### src/rtl/img_pkg.sv
// Shared types and constants for the image stream decryptor: FSM state
// encoding, keystream LFSR constants and the image geometry.
package img_pkg;

  localparam int IMG_W     = 160;
  localparam int IMG_H     = 120;
  localparam int IMG_BYTES = IMG_W * IMG_H;

  localparam logic [7:0] LFSR_MASK  = 8'hB8;
  localparam logic [7:0] LFSR_SEED0 = 8'h01;

  typedef enum logic [2:0] {
    ST_IDLE,
    ST_LOAD,
    ST_FETCH,
    ST_WAIT,
    ST_WRITE,
    ST_DONE
  } state_e;

  // One Galois step, shift right: x^8+x^6+x^5+x^4+1.
  function automatic logic [7:0] lfsr_next(input logic [7:0] s);
    return {1'b0, s[7:1]} ^ (s[0] ? LFSR_MASK : 8'h00);
  endfunction

endpackage

### src/rtl/stream_lfsr.sv
// 8-bit Galois keystream generator. A zero seed is replaced by LFSR_SEED0 so
// the register can never lock up in the all-zero state.
module stream_lfsr (
  input  logic       clk,
  input  logic       rst,
  input  logic       load_i,
  input  logic       step_i,
  input  logic [7:0] seed_i,
  output logic [7:0] lfsr_o
);
  import img_pkg::*;

  logic [7:0] lfsr_q;
  logic [7:0] lfsr_d;

  // NOTE: default assignment first, so every path through the block drives lfsr_d and no latch is inferred.
  always_comb begin
    lfsr_d = lfsr_q;
    if (load_i) begin
      lfsr_d = (seed_i == 8'h00) ? LFSR_SEED0 : seed_i;
    end else if (step_i) begin
      lfsr_d = lfsr_next(lfsr_q);
    end
  end

  // NOTE: non-blocking assignment for state, so every flop samples pre-edge values.
  always_ff @(posedge clk or posedge rst) begin
    if (rst) begin
      lfsr_q <= LFSR_SEED0;
    end else begin
      lfsr_q <= lfsr_d;
    end
  end

  assign lfsr_o = lfsr_q;

endmodule

### src/rtl/image_stream_decryptor.sv
// Streams ciphertext bytes from the image ROM, XORs them with a key-seeded
// LFSR keystream and writes the plaintext into the decryption RAM.
module image_stream_decryptor #(
  parameter int IMG_BYTES = img_pkg::IMG_BYTES,
  parameter int ADDR_W    = 15,
  parameter int ROM_LAT   = 1
) (
  input  logic              clk,
  input  logic              rst,
  input  logic              start,
  input  logic [7:0]        key,
  input  logic              enable,
  output logic [ADDR_W-1:0] rom_addr,
  input  logic [7:0]        rom_data,
  output logic [ADDR_W-1:0] ram_addr,
  output logic [7:0]        ram_din,
  output logic              ram_we,
  output logic              busy,
  output logic              done
);
  import img_pkg::*;

  localparam logic [ADDR_W-1:0] LAST_ADDR   = ADDR_W'(IMG_BYTES - 1);
  localparam logic [1:0]        WAIT_RELOAD = 2'(ROM_LAT - 1);

  state_e            state_q;
  logic [ADDR_W-1:0] addr_q;
  logic [ADDR_W-1:0] rom_addr_q;
  logic [1:0]        wait_q;
  logic [7:0]        key_q;
  logic              busy_q;
  logic              done_q;
  logic [7:0]        lfsr;
  logic              key_chg;
  logic              in_write;

  // LOAD itself captures the key, so it is excluded from the change detector.
  assign key_chg  = (state_q != ST_IDLE) && (state_q != ST_LOAD) && (key != key_q);
  assign in_write = (state_q == ST_WRITE);

  stream_lfsr u_lfsr (
    .clk    (clk),
    .rst    (rst),
    .load_i (enable && (state_q == ST_LOAD)),
    .step_i (enable && in_write),
    .seed_i (key),
    .lfsr_o (lfsr)
  );

  always_ff @(posedge clk or posedge rst) begin
    if (rst) begin
      state_q    <= ST_IDLE;
      addr_q     <= '0;
      rom_addr_q <= '0;
      wait_q     <= '0;
      key_q      <= 8'h00;
      busy_q     <= 1'b0;
      done_q     <= 1'b0;
    end else if (enable) begin
      if (key_chg) begin
        state_q <= ST_LOAD;
        busy_q  <= 1'b1;
        done_q  <= 1'b0;
      end else begin
        unique case (state_q)
          ST_IDLE, ST_DONE: begin
            if (start) begin
              state_q <= ST_LOAD;
              busy_q  <= 1'b1;
              done_q  <= 1'b0;
            end
          end
          ST_LOAD: begin
            addr_q  <= '0;
            key_q   <= key;
            state_q <= ST_FETCH;
          end
          ST_FETCH: begin
            rom_addr_q <= addr_q;
            wait_q     <= WAIT_RELOAD;
            state_q    <= ST_WAIT;
          end
          ST_WAIT: begin
            if (wait_q == 2'd0) begin
              state_q <= ST_WRITE;
            end else begin
              wait_q <= wait_q - 2'd1;
            end
          end
          ST_WRITE: begin
            if (addr_q == LAST_ADDR) begin
              state_q <= ST_DONE;
              busy_q  <= 1'b0;
              done_q  <= 1'b1;
            end else begin
              addr_q  <= addr_q + 1'b1;
              state_q <= ST_FETCH;
            end
          end
          default: state_q <= ST_IDLE;
        endcase
      end
    end
  end

  // The write strobe is decoded from the state so the byte lands in the WRITE
  // cycle itself; the data/address buses stay at zero outside WRITE.
  assign ram_we   = enable && in_write;
  assign ram_addr = in_write ? addr_q : '0;
  assign ram_din  = in_write ? (rom_data ^ lfsr) : 8'h00;
  assign rom_addr = rom_addr_q;
  assign busy     = busy_q;
  assign done     = done_q;

endmodule

### config.mk
export PLATFORM = sky130hd
export DESIGN_NAME = image_stream_decryptor
export DESIGN_NICKNAME = d
export VERILOG_FILES = /design/src/rtl/img_pkg.sv /design/src/rtl/stream_lfsr.sv /design/src/rtl/image_stream_decryptor.sv
export SDC_FILE = /design/constraint.sdc
export NUM_CORES = 1
export LEC_CHECK = 0
export CORE_UTILIZATION = 40
export CTS_BUF_LIST = sky130_fd_sc_hd__clkbuf_2
export DETAILED_ROUTE_END_ITERATION = 12
export PLACE_DENSITY = 0.68
export SYNTH_ARGS = -nofsm -noshare
export SYNTH_HDL_FRONTEND = slang
export SYNTH_SLANG_ARGS = --single-unit
### constraint.sdc
create_clock -name clk -period 3.1 [get_ports clk]
set_clock_uncertainty 0.2 [all_clocks]
set_input_delay 0.62 -clock clk [delete_from_list [all_inputs] [get_ports clk]]
set_output_delay 0.62 -clock clk [all_outputs]
set_load 0.1 [all_outputs]
==> results of run 1 <==
stage by stage:
| stage | hold WS (ns) | TNS, ns | cells | total power [W] |
|---|---|---|---|---|
| 2_1_floorplan | 0.266 | -0.679 | 313 | 0.00165 |
| 3_3_place_gp | 0.277 | 0 | 469 | 0.00190 |
| 3_5_place_dp | 0.281 | 0 | 469 | 0.00192 |
| 4_1_cts | 0.318 | 0 | 477 | 0.00228 |
| 5_1_grt | 0.353 | 0 | 477 | 0.00242 |
| 6_report | 0.308 | 0 | 477 | 0.00226 |
report_power, final:
group	internal, W	leakage [nW]	switching (W)
registers	0.000829	0.689	0.000168
clock network	0.000137	0.0406	0.000218
logic	0.000380	1.05	0.000532
critical path: stages, from the launching register on:
cell and delay (ns):
dfrtp_1 0.61, nor3b_1 0.25, buf_4 0.24, nand2_1 0.09, inv_1 0.24, buf_12 0.22
cells by family (layout without fill, tap and decap cells):
kind of cell	Yosys count	after routing	synth area share [%]
DFF	53	53	44.3
adders and majority gates	2	2	0.836
buffers and inverters	29	94	4.47
xor gates and xnor gates	20	20	5.85
and+or+nand+nor	135	135	24.6
AOI/OAI and AO/OA	48	48	10.6
muxes	26	26	9.32
cell usage in the layout, fill, tap and decap left out, types with 3 or more instances in the layout:
cell | synthesis | final
a21oi_1 | 8 | 8
a31oi_1 | 3 | 3
and2_1 | 17 | 17
and4_1 | 5 | 5
buf_12 | 0 | 26
buf_4 | 1 | 30
clkbuf_2 | 0 | 6
clkdlybuf4s50_1 | 0 | 19
dfrtp_1 | 52 | 51
inv_1 | 11 | 10
mux2_2 | 13 | 13
mux2i_1 | 11 | 11
nand2_1 | 38 | 38
nand2b_1 | 7 | 7
nand3_1 | 10 | 10
nand4_1 | 5 | 5
nor2_1 | 22 | 22
nor2b_1 | 4 | 4
nor3_1 | 4 | 3
nor4_1 | 4 | 4
o21ai_0 | 14 | 14
o22ai_1 | 3 | 3
o31ai_1 | 8 | 8
or3_1 | 4 | 4
or4_1 | 7 | 7
xnor2_1 | 11 | 11
xor2_1 | 9 | 9
flip-flops by register name, summed over array words and instances (netlist names):
signal         flops
done               1
u_lfsr.lfsr_o      8
addr_q            15
rom_addr          15
key_q              8
state_q            3
busy               1
wait_q             2
synthesized netlist by cell type, drive strengths merged:
cell,count
or3,4
inv,11
mux2i,11
nand2b,7
xnor2,11
o221a,1
a31oi,3
or4,7
nand2,38
a21o,2
a221oi,1
nor4bb,1
nor4,6
a22o,1
and3,2
a32oi,1
a21oi,8
a32o,1
o211ai,1
mux2,15
dfrtp,52
a41o,1
a22oi,2
xor2,9
nor4b,1
o31ai,8
o31a,1
buf,6
and2,17
nor3b,2
and4,5
nor2b,4
clkbuf,12
nand3,10
nor2,22
nand4,5
dfstp,1
o22ai,3
ha,2
o21ai,14
nor3,4
worst max path at each step:
stage	depth (start not counted)	startpoint	endpoint
after global routing	5	state_q[1]$_DFFE_PP0P_	ram_we
after global placement	7	key[4]	addr_q[7]$_DFFE_PP0P_
after floorplan	4	state_q[2]$_DFFE_PP0P_	ram_din[0]
final	5	state_q[1]$_DFFE_PP0P_	ram_we
after detailed placement	7	key[2]	addr_q[6]$_DFFE_PP0P_
after CTS	5	state_q[2]$_DFFE_PP0P_	ram_we
cell type report:
type / instances / share of cell area [%]
clock inverters: 2 / 0.838
well taps: 99 / 3.07
clock buffers: 6 / 0.745
inverters: 11 / 1.02
flip-flops and latches: 53 / 33.0
multi-input cells: 231 / 38.1
repair buffers: 75 / 23.2
repair_timing:
action / CTS / global route
resized for setup: 0 / 1
setup endpoints to repair: 0 / 1
hold endpoints to repair: 0 / 0
routing by layer:
metal  share of wire, %  vias to the layer above  GRT usage, %  routed length [microns]
met5                  0                        -             0                        0
met4                1.7                        0          6.60                      122
met2                 49                       80          31.8                     3410
met3                4.4                       15          3.17                      309
met1                 45                     1233          26.1                     3150
li1                   -                     1230             -                        -
==> flow_metrics.env, run 1 <==
export IMPL_status="finished, final reports clean"
export IMPL_synthCells=313
export IMPL_die_width_microns=88.5
export IMPL_arrival_ns=2.09
export IMPL_diodes=0
export IMPL_drc=0
export IMPL_htreeDepth=2
export IMPL_r2r_slack_ns=0.54
export IMPL_final_util_pct=55.6
export IMPL_end_kind="output pin"
export IMPL_nets=399
export IMPL_leakage_nw=1.78
export IMPL_seq_area_sq_um=1330
export IMPL_grt_max_degree=28
export IMPL_powerDensity_nw_per_um2=562
export IMPL_routed_wl_microns=7000
export IMPL_grt_pass1_vias=2407
export IMPL_cts_setup_buffers=0
export IMPL_relSlewSlack_pct=46.2
export IMPL_design_area_sq_um=4030
export IMPL_place_hpwl_microns=5170
export IMPL_report_final_hold_viol_count=0
export IMPL_die_h_microns=88.5
export IMPL_fillers=679
export IMPL_via_count=2558
export IMPL_gr_total_overflow=0
export IMPL_grt_antenna_before_repair=0
export IMPL_postRouteAntennaNets=0
export IMPL_max_freq_mhz=344
export IMPL_post_drt_wl_per_cell_microns=14.7
export IMPL_dr_pass1_iters=4
export IMPL_critical_path_class="reg2out"
export IMPL_drive_above_1_share_pct=22.2
export IMPL_cts_sinks=53
export IMPL_worst_pin_slew_ns=0.804
export IMPL_max_cap_viol_count=0
export IMPL_yosysTopAreaCell="dfrtp_1"
export IMPL_cts_clk_slew_worst_paths_ns=0.26
export IMPL_cts_hold_buffers=0
export IMPL_layout_area_overhead_vs_synth_pct=34.6
export IMPL_avgViaCountPerCell=5.36
export IMPL_netlist_area_sq_um=2990
export IMPL_cts_made_buffers=5
export IMPL_clock_latency_ns=0.44
export IMPL_root_buffer="clkbuf_2"
export IMPL_cts_tree="done"
export IMPL_irDropWorstVdd_v=0.000325
export IMPL_r2r_end="busy$_DFFE_PP0P_"
export IMPL_synth_distinct_cells=48
export IMPL_netlist_area_leader_share_pct=43.5
export IMPL_reg2regPathDepth=6
export IMPL_ys_seq_area_share_pct=44.3
export IMPL_cts_path_max_buffers=2
export IMPL_grt_pass1_wl_microns=11700
export IMPL_cp_max_fo=16
export IMPL_worstHoldPathType="in2async"
export IMPL_synth_area_leaders="dfrtp_1 (43%), mux2_2 (4.9%), nand2_1 (4.8%)"
export IMPL_first_iter_violations=159
export IMPL_period_minus_slack_ns=2.91
export IMPL_required_ns=2.28
export IMPL_grt_total_usage_pct=19.4
export IMPL_io_pin_count=61
export IMPL_slew_viol_final=0
export IMPL_finalWorstSetupSlack_ns=0.193
export IMPL_dieArea_sq_um=7830
export IMPL_rsz0062_at_grt="no"
export IMPL_r2r_start="addr_q[0]$_DFFE_PP0P_"
export IMPL_dpl_worst_slack_ns=0.150
export IMPL_post_dp_cell_area_sq_um=3970
export IMPL_multi_input_area_sq_um=1540
export IMPL_synth_area_per_cell_sq_um=9.57
export IMPL_place_gp_congestion=0.842
export IMPL_crit_path_start_kind="flop"
export IMPL_ys_warn_count=0
export IMPL_rows=31
export IMPL_port_buffers=60
export IMPL_core_area_sq_um=7250
export IMPL_ys_ff_latch=53
export IMPL_fin_crit_sh_pct=93.8
export IMPL_synth_fp_nets=335
export IMPL_initial_core_util_pct=41.3
export IMPL_setup_viol=0
No activity file was read; power rests on OpenSTA's default activity.
==> run 2, diff against run 1 <==
- HOLD_SLACK_MARGIN: not set -> 0.05
- PLACE_DENSITY: 0.68 -> not set
==> run 2 against run 1 <==
Effect of this change:
- design area fell by 0.34%
- critical endpoint unchanged
- largest cell class unchanged
- sequential share of layout area rose by 0.082 points
- critical path type unchanged
- total power fell by 2.4%
==> flow_metrics.env, run 2 (synthesized netlist as in run 1, its figures left out) <==
export IMPL_die_h_microns=88.5
export IMPL_cts_resized=0
export IMPL_path_buf_inv=3
export IMPL_relSlewSlack_pct=43.9
export IMPL_fin_crit_sh_pct=95.0
export IMPL_end_kind="output pin"
export IMPL_cts_clk_slew_worst_paths_ns=0.29
export IMPL_drc=0
export IMPL_cts_sinks=53
export IMPL_dr_pass1_iters=6
export IMPL_seq_area_sq_um=1330
export IMPL_final_common_cell="dfrtp_1"
export IMPL_grt_antenna_before_repair=0
export IMPL_grt_pass1_vias=2463
export IMPL_place_hpwl_microns=5320
export IMPL_routed_wl_microns=7140
export IMPL_critical_path_class="reg2out"
export IMPL_irDropWorstVdd_v=0.000417
export IMPL_die_width_microns=88.5
export IMPL_cts_path_max_buffers=2
export IMPL_first_iter_violations=146
export IMPL_grt_pass1_wl_microns=12100
export IMPL_htreeDepth=2
export IMPL_io_pin_count=61
export IMPL_whs_ns=0.290
export IMPL_layout_area_overhead_vs_synth_pct=34.2
export IMPL_fillers=678
export IMPL_worstSetupStartpoint="state_q[2]$_DFFE_PP0P_"
export IMPL_post_drt_wl_per_cell_microns=14.9
export IMPL_required_ns=2.28
export IMPL_grt_max_degree=30
export IMPL_root_buffer="clkbuf_2"
export IMPL_clock_latency_ns=0.45
export IMPL_arrival_ns=2.13
export IMPL_final_cell_mix="dfrtp_1 (52), nand2_1 (38), buf_4 (31)"
export IMPL_worst_pin_slew_ns=0.838
export IMPL_cts_made_buffers=5
export IMPL_rsz0062_at_grt="no"
export IMPL_final_util_pct=55.4
export IMPL_rows=31
export IMPL_cp_max_fo=16
export IMPL_final_cells=478
export IMPL_slew_viol_final=0
export IMPL_initial_core_util_pct=41.3
export IMPL_core_area_sq_um=7250
export IMPL_place_gp_congestion=0.822
export IMPL_nets=400
export IMPL_postRouteAntennaNets=0
export IMPL_crit_chain="nor3b_1 -> buf_4 -> nand2_1 -> inv_1 -> buf_12"
export IMPL_powerDensity_nw_per_um2=550
export IMPL_status="finished, final reports clean"
export IMPL_total_power_w=0.00221
export IMPL_cts_hold_buffers=0
export IMPL_multi_input_area_sq_um=1540
export IMPL_worst_path_largest_cell_delay_ns=0.69
export IMPL_drive_above_1_share_pct=22.4
export IMPL_cts_setup_buffers=0
export IMPL_cts_tree="done"
export IMPL_period_minus_slack_ns=2.95
export IMPL_gr_total_overflow=0
export IMPL_setup_viol=0
export IMPL_grt_total_usage_pct=20.2
export IMPL_via_count=2504
export IMPL_crit_path_start_kind="flop"
export IMPL_avgViaCountPerCell=5.24
export IMPL_max_freq_mhz=339
export IMPL_leakage_nw=1.78
export IMPL_critPathTopFamily="flip-flops"
export IMPL_worstHoldPathType="in2async"
export IMPL_max_cap_viol_count=0
export IMPL_dieArea_sq_um=7830
export IMPL_port_buffers=60
export IMPL_report_final_hold_viol_count=0
export IMPL_r2r_start="addr_q[0]$_DFFE_PP0P_"
export IMPL_diodes=0
export IMPL_slowest_stage="dfrtp_1"
export IMPL_placedCellCount=470
[run 2: cell count changes in the layout (fill, tap and decap cells not counted), sizes merged]
| cell | before | now |
|---|---|---|
| bufinv | 1 | 0 |
| buf | 56 | 57 |
| inv | 11 | 12 |
[run 2: area by class of cell]
cell class / count / area share, %
timing repair buffer: 76 / 23.5
sequential: 53 / 33.0
tap: 99 / 3.08
multi-input combinational: 231 / 38.3
inverter: 11 / 1.03
clock buffer: 6 / 0.747
clock inverter: 2 / 0.343
[run 2: stage by stage]
step | worst slack, ns | area [sq um] | setup TNS [ns]
6_report | 0.154 | 4020 | 0
2_1_floorplan | -0.0769 | 2990 | -0.679
3_3_place_gp | 0.247 | 3970 | 0
4_1_cts | 0.116 | 4020 | 0
3_5_place_dp | 0.169 | 3970 | 0
5_1_grt | 0.00917 | 4020 | 0
[run 2: path summary, 6_finish.rpt]
check                                          endpoint  slack, ns  cells after the start
max in group asynchronous        addr_q[14]$_DFFE_PP0P_       1.83                      3
min                        u_lfsr.lfsr_o[4]$_DFFE_PP0P_       0.29                      2
min in group clk               rom_addr[14]$_DFFE_PP0P_       0.33                      1
min reg2reg                    rom_addr[14]$_DFFE_PP0P_       0.33                      1
max                                              ram_we       0.15                      5
max reg2reg                       addr_q[7]$_DFFE_PP0P_       0.52                      6
[run 2: per-layer routing]
layer / vias to the layer above / global-route usage [%] / routed length, microns
li1: 1235 / - / -
met1: 1187 / 26.8 / 3310
met2: 72 / 33.8 / 3430
met3: 10 / 4.01 / 307
met4: 0 / 5.43 / 92
met5: - / 0 / 0
[run 2: power breakdown]
group | internal, W | switching [W]
clock network | 0.0000612 | 0.000228
logic | 0.000386 | 0.000555
registers | 0.000828 | 0.000152
==> run 3, diff against run 2 <==
--- a/config.mk
+++ b/config.mk
@@ -9,2 +9,3 @@
 export CTS_BUF_LIST = sky130_fd_sc_hd__clkbuf_2
+export CTS_CLUSTER_SIZE = 10
 export DETAILED_ROUTE_END_ITERATION = 12
--- a/constraint.sdc
+++ b/constraint.sdc
@@ -4,2 +4,2 @@
 set_output_delay 0.62 -clock clk [all_outputs]
-set_load 0.1 [all_outputs]
+set_load 0.05 [all_outputs]
==> run 3 against run 2 <==
Effect of this change:
- hold slack improved by 0.0041 ns
- design area fell by 1.4%
- die area did not move
- largest cell class unchanged
- register-to-register slack got worse by 0.04 ns
- critical path type unchanged
- final cell count rose by 0.42%
- total power fell by 3.0%
- sequential power barely moved
==> flow_metrics.env, run 3 (synthesized netlist as in run 1, its figures left out) <==
export IMPL_status="finished, final reports clean"
export IMPL_io_pin_count=61
export IMPL_slowest_stage="dfrtp_1"
export IMPL_rsz0062_at_grt="no"
export IMPL_max_freq_mhz=346
export IMPL_drc=0
export IMPL_cts_resized=0
export IMPL_final_cell_mix="dfrtp_1 (52), nand2_1 (38), clkdlybuf4s50_1 (36)"
export IMPL_final_common_cell="dfrtp_1"
export IMPL_powerDensity_nw_per_um2=541
export IMPL_slew_viol_final=0
export IMPL_grt_total_usage_pct=20.0
export IMPL_arrival_ns=2.07
export IMPL_reg2regPathDepth=6
export IMPL_relSlewSlack_pct=41.4
export IMPL_cts_sinks=53
export IMPL_worstHoldPathType="in2async"
export IMPL_leakage_nw=1.73
export IMPL_via_count=2508
export IMPL_irDropWorstVdd_v=0.000335
export IMPL_die_width_microns=88.5
export IMPL_gr_total_overflow=0
export IMPL_clock_latency_ns=0.45
export IMPL_rows=31
export IMPL_diodes=0
export IMPL_worst_path_largest_cell_delay_ns=0.68
export IMPL_htreeDepth=2
export IMPL_worst_pin_slew_ns=0.876
export IMPL_port_buffers=60
export IMPL_postRouteAntennaNets=0
export IMPL_crit_chain="nor3b_1 -> buf_4 -> nand2_1 -> inv_1 -> buf_12"
export IMPL_r2r_end="addr_q[7]$_DFFE_PP0P_"
export IMPL_period_minus_slack_ns=2.89
export IMPL_placedCellCount=472
export IMPL_routed_wl_microns=7150
export IMPL_cts_tree="done"
export IMPL_cts_hold_buffers=0
export IMPL_cts_path_max_buffers=2
export IMPL_die_h_microns=88.5
export IMPL_crit_path_start_kind="flop"
export IMPL_grt_pass1_wl_microns=12100
export IMPL_cts_made_buffers=5
export IMPL_fillers=683
export IMPL_dr_pass1_iters=4
export IMPL_max_cap_viol_count=0
export IMPL_grt_pass1_vias=2454
export IMPL_initial_core_util_pct=41.3
export IMPL_end_kind="output pin"
export IMPL_post_drt_wl_per_cell_microns=14.9
export IMPL_dieArea_sq_um=7830
export IMPL_r2r_start="addr_q[0]$_DFFE_PP0P_"
export IMPL_grt_max_degree=29
export IMPL_avgViaCountPerCell=5.23
export IMPL_root_buffer="clkbuf_2"
export IMPL_core_area_sq_um=7250
export IMPL_first_iter_violations=165
export IMPL_cts_setup_buffers=0
export IMPL_cp_max_fo=16
export IMPL_fin_crit_sh_pct=93.2
export IMPL_place_gp_congestion=0.852
export IMPL_required_ns=2.28
export IMPL_cts_clk_slew_worst_paths_ns=0.28
export IMPL_place_hpwl_microns=5260
export IMPL_critical_path_class="reg2out"
export IMPL_final_cells=480
export IMPL_drive_above_1_share_pct=18.1
export IMPL_report_final_hold_viol_count=0
export IMPL_r2r_slack_ns=0.48
export IMPL_setup_viol=0
export IMPL_grt_antenna_before_repair=0
export IMPL_final_util_pct=54.6
export IMPL_nets=402
export IMPL_layout_area_overhead_vs_synth_pct=32.3
export IMPL_fin_tns_setup_ns=0
-- run 3: cell types whose count changed in the layout (fill, tap and decap cells not counted), sizes merged --
| cell | before | now |
|---|---|---|
| clkdlybuf4s50 | 19 | 36 |
| inv | 12 | 11 |
| clkbuf | 6 | 5 |
| buf | 57 | 42 |
| clkinv | 1 | 3 |
-- run 3: worst max-delay path by stage --
| stage | slack [ns] | endpoint | startpoint | depth (start not counted) |
|---|---|---|---|---|
| after detailed placement | 0.19 | rom_addr[1]$_DFFE_PP0P_ | key[2] | 7 |
| after global placement | 0.25 | rom_addr[6]$_DFFE_PP0P_ | key[2] | 7 |
| after global routing | 0.07 | ram_we | state_q[2]$_DFFE_PP0P_ | 5 |
| final | 0.21 | ram_we | state_q[2]$_DFFE_PP0P_ | 5 |
| after floorplan | 0.53 | ram_din[0] | state_q[2]$_DFFE_PP0P_ | 4 |
| after CTS | 0.18 | ram_we | state_q[2]$_DFFE_PP0P_ | 5 |
-- run 3: report_power, final --
part / internal, W / total [W] / leakage (nW) / switching (W)
Sequential: 0.000828 / 0.00100 / 0.691 / 0.000174
Combinational: 0.000372 / 0.000861 / 1.01 / 0.000489
Clock: 0.0000537 / 0.000282 / 0.0304 / 0.000228
-- run 3: metal layers --
| layer | track usage, % | routed length [microns] |
|---|---|---|
| met3 | 3.64 | 229 |
| met2 | 32.9 | 3480 |
| met5 | 0 | 0 |
| met1 | 27.4 | 3380 |
| met4 | 5.13 | 70 |
-- run 3: stage by stage --
step	worst slack [ns]	cell area [sq um]	power [W]	hold slack [ns]
4_1_cts	0.185	3960	0.00216	0.293
2_1_floorplan	0.530	2990	0.00161	0.266
6_report	0.210	3960	0.00214	0.294
3_3_place_gp	0.246	3920	0.00186	0.279
5_1_grt	0.0711	3960	0.00230	0.340
3_5_place_dp	0.191	3920	0.00188	0.289
-- run 3: area by class of cell --
type                    instances  area, sq um  area share, %
flip-flops and latches         53         1330           33.5
repair buffers                 78          888           22.4
well taps                      99          124           3.13
inverters                      11         41.3           1.04
multi-input cells             231         1540           38.8
clock inverters                 3         17.5          0.442
clock buffers                   5         25.0          0.632
-- run 3: critical path: cells and delay by family (launching register included) --
kind                   cells  cell delay, ns
buffers and inverters      3            0.63
DFF                        1            0.68
and+or+nand+nor            2            0.33
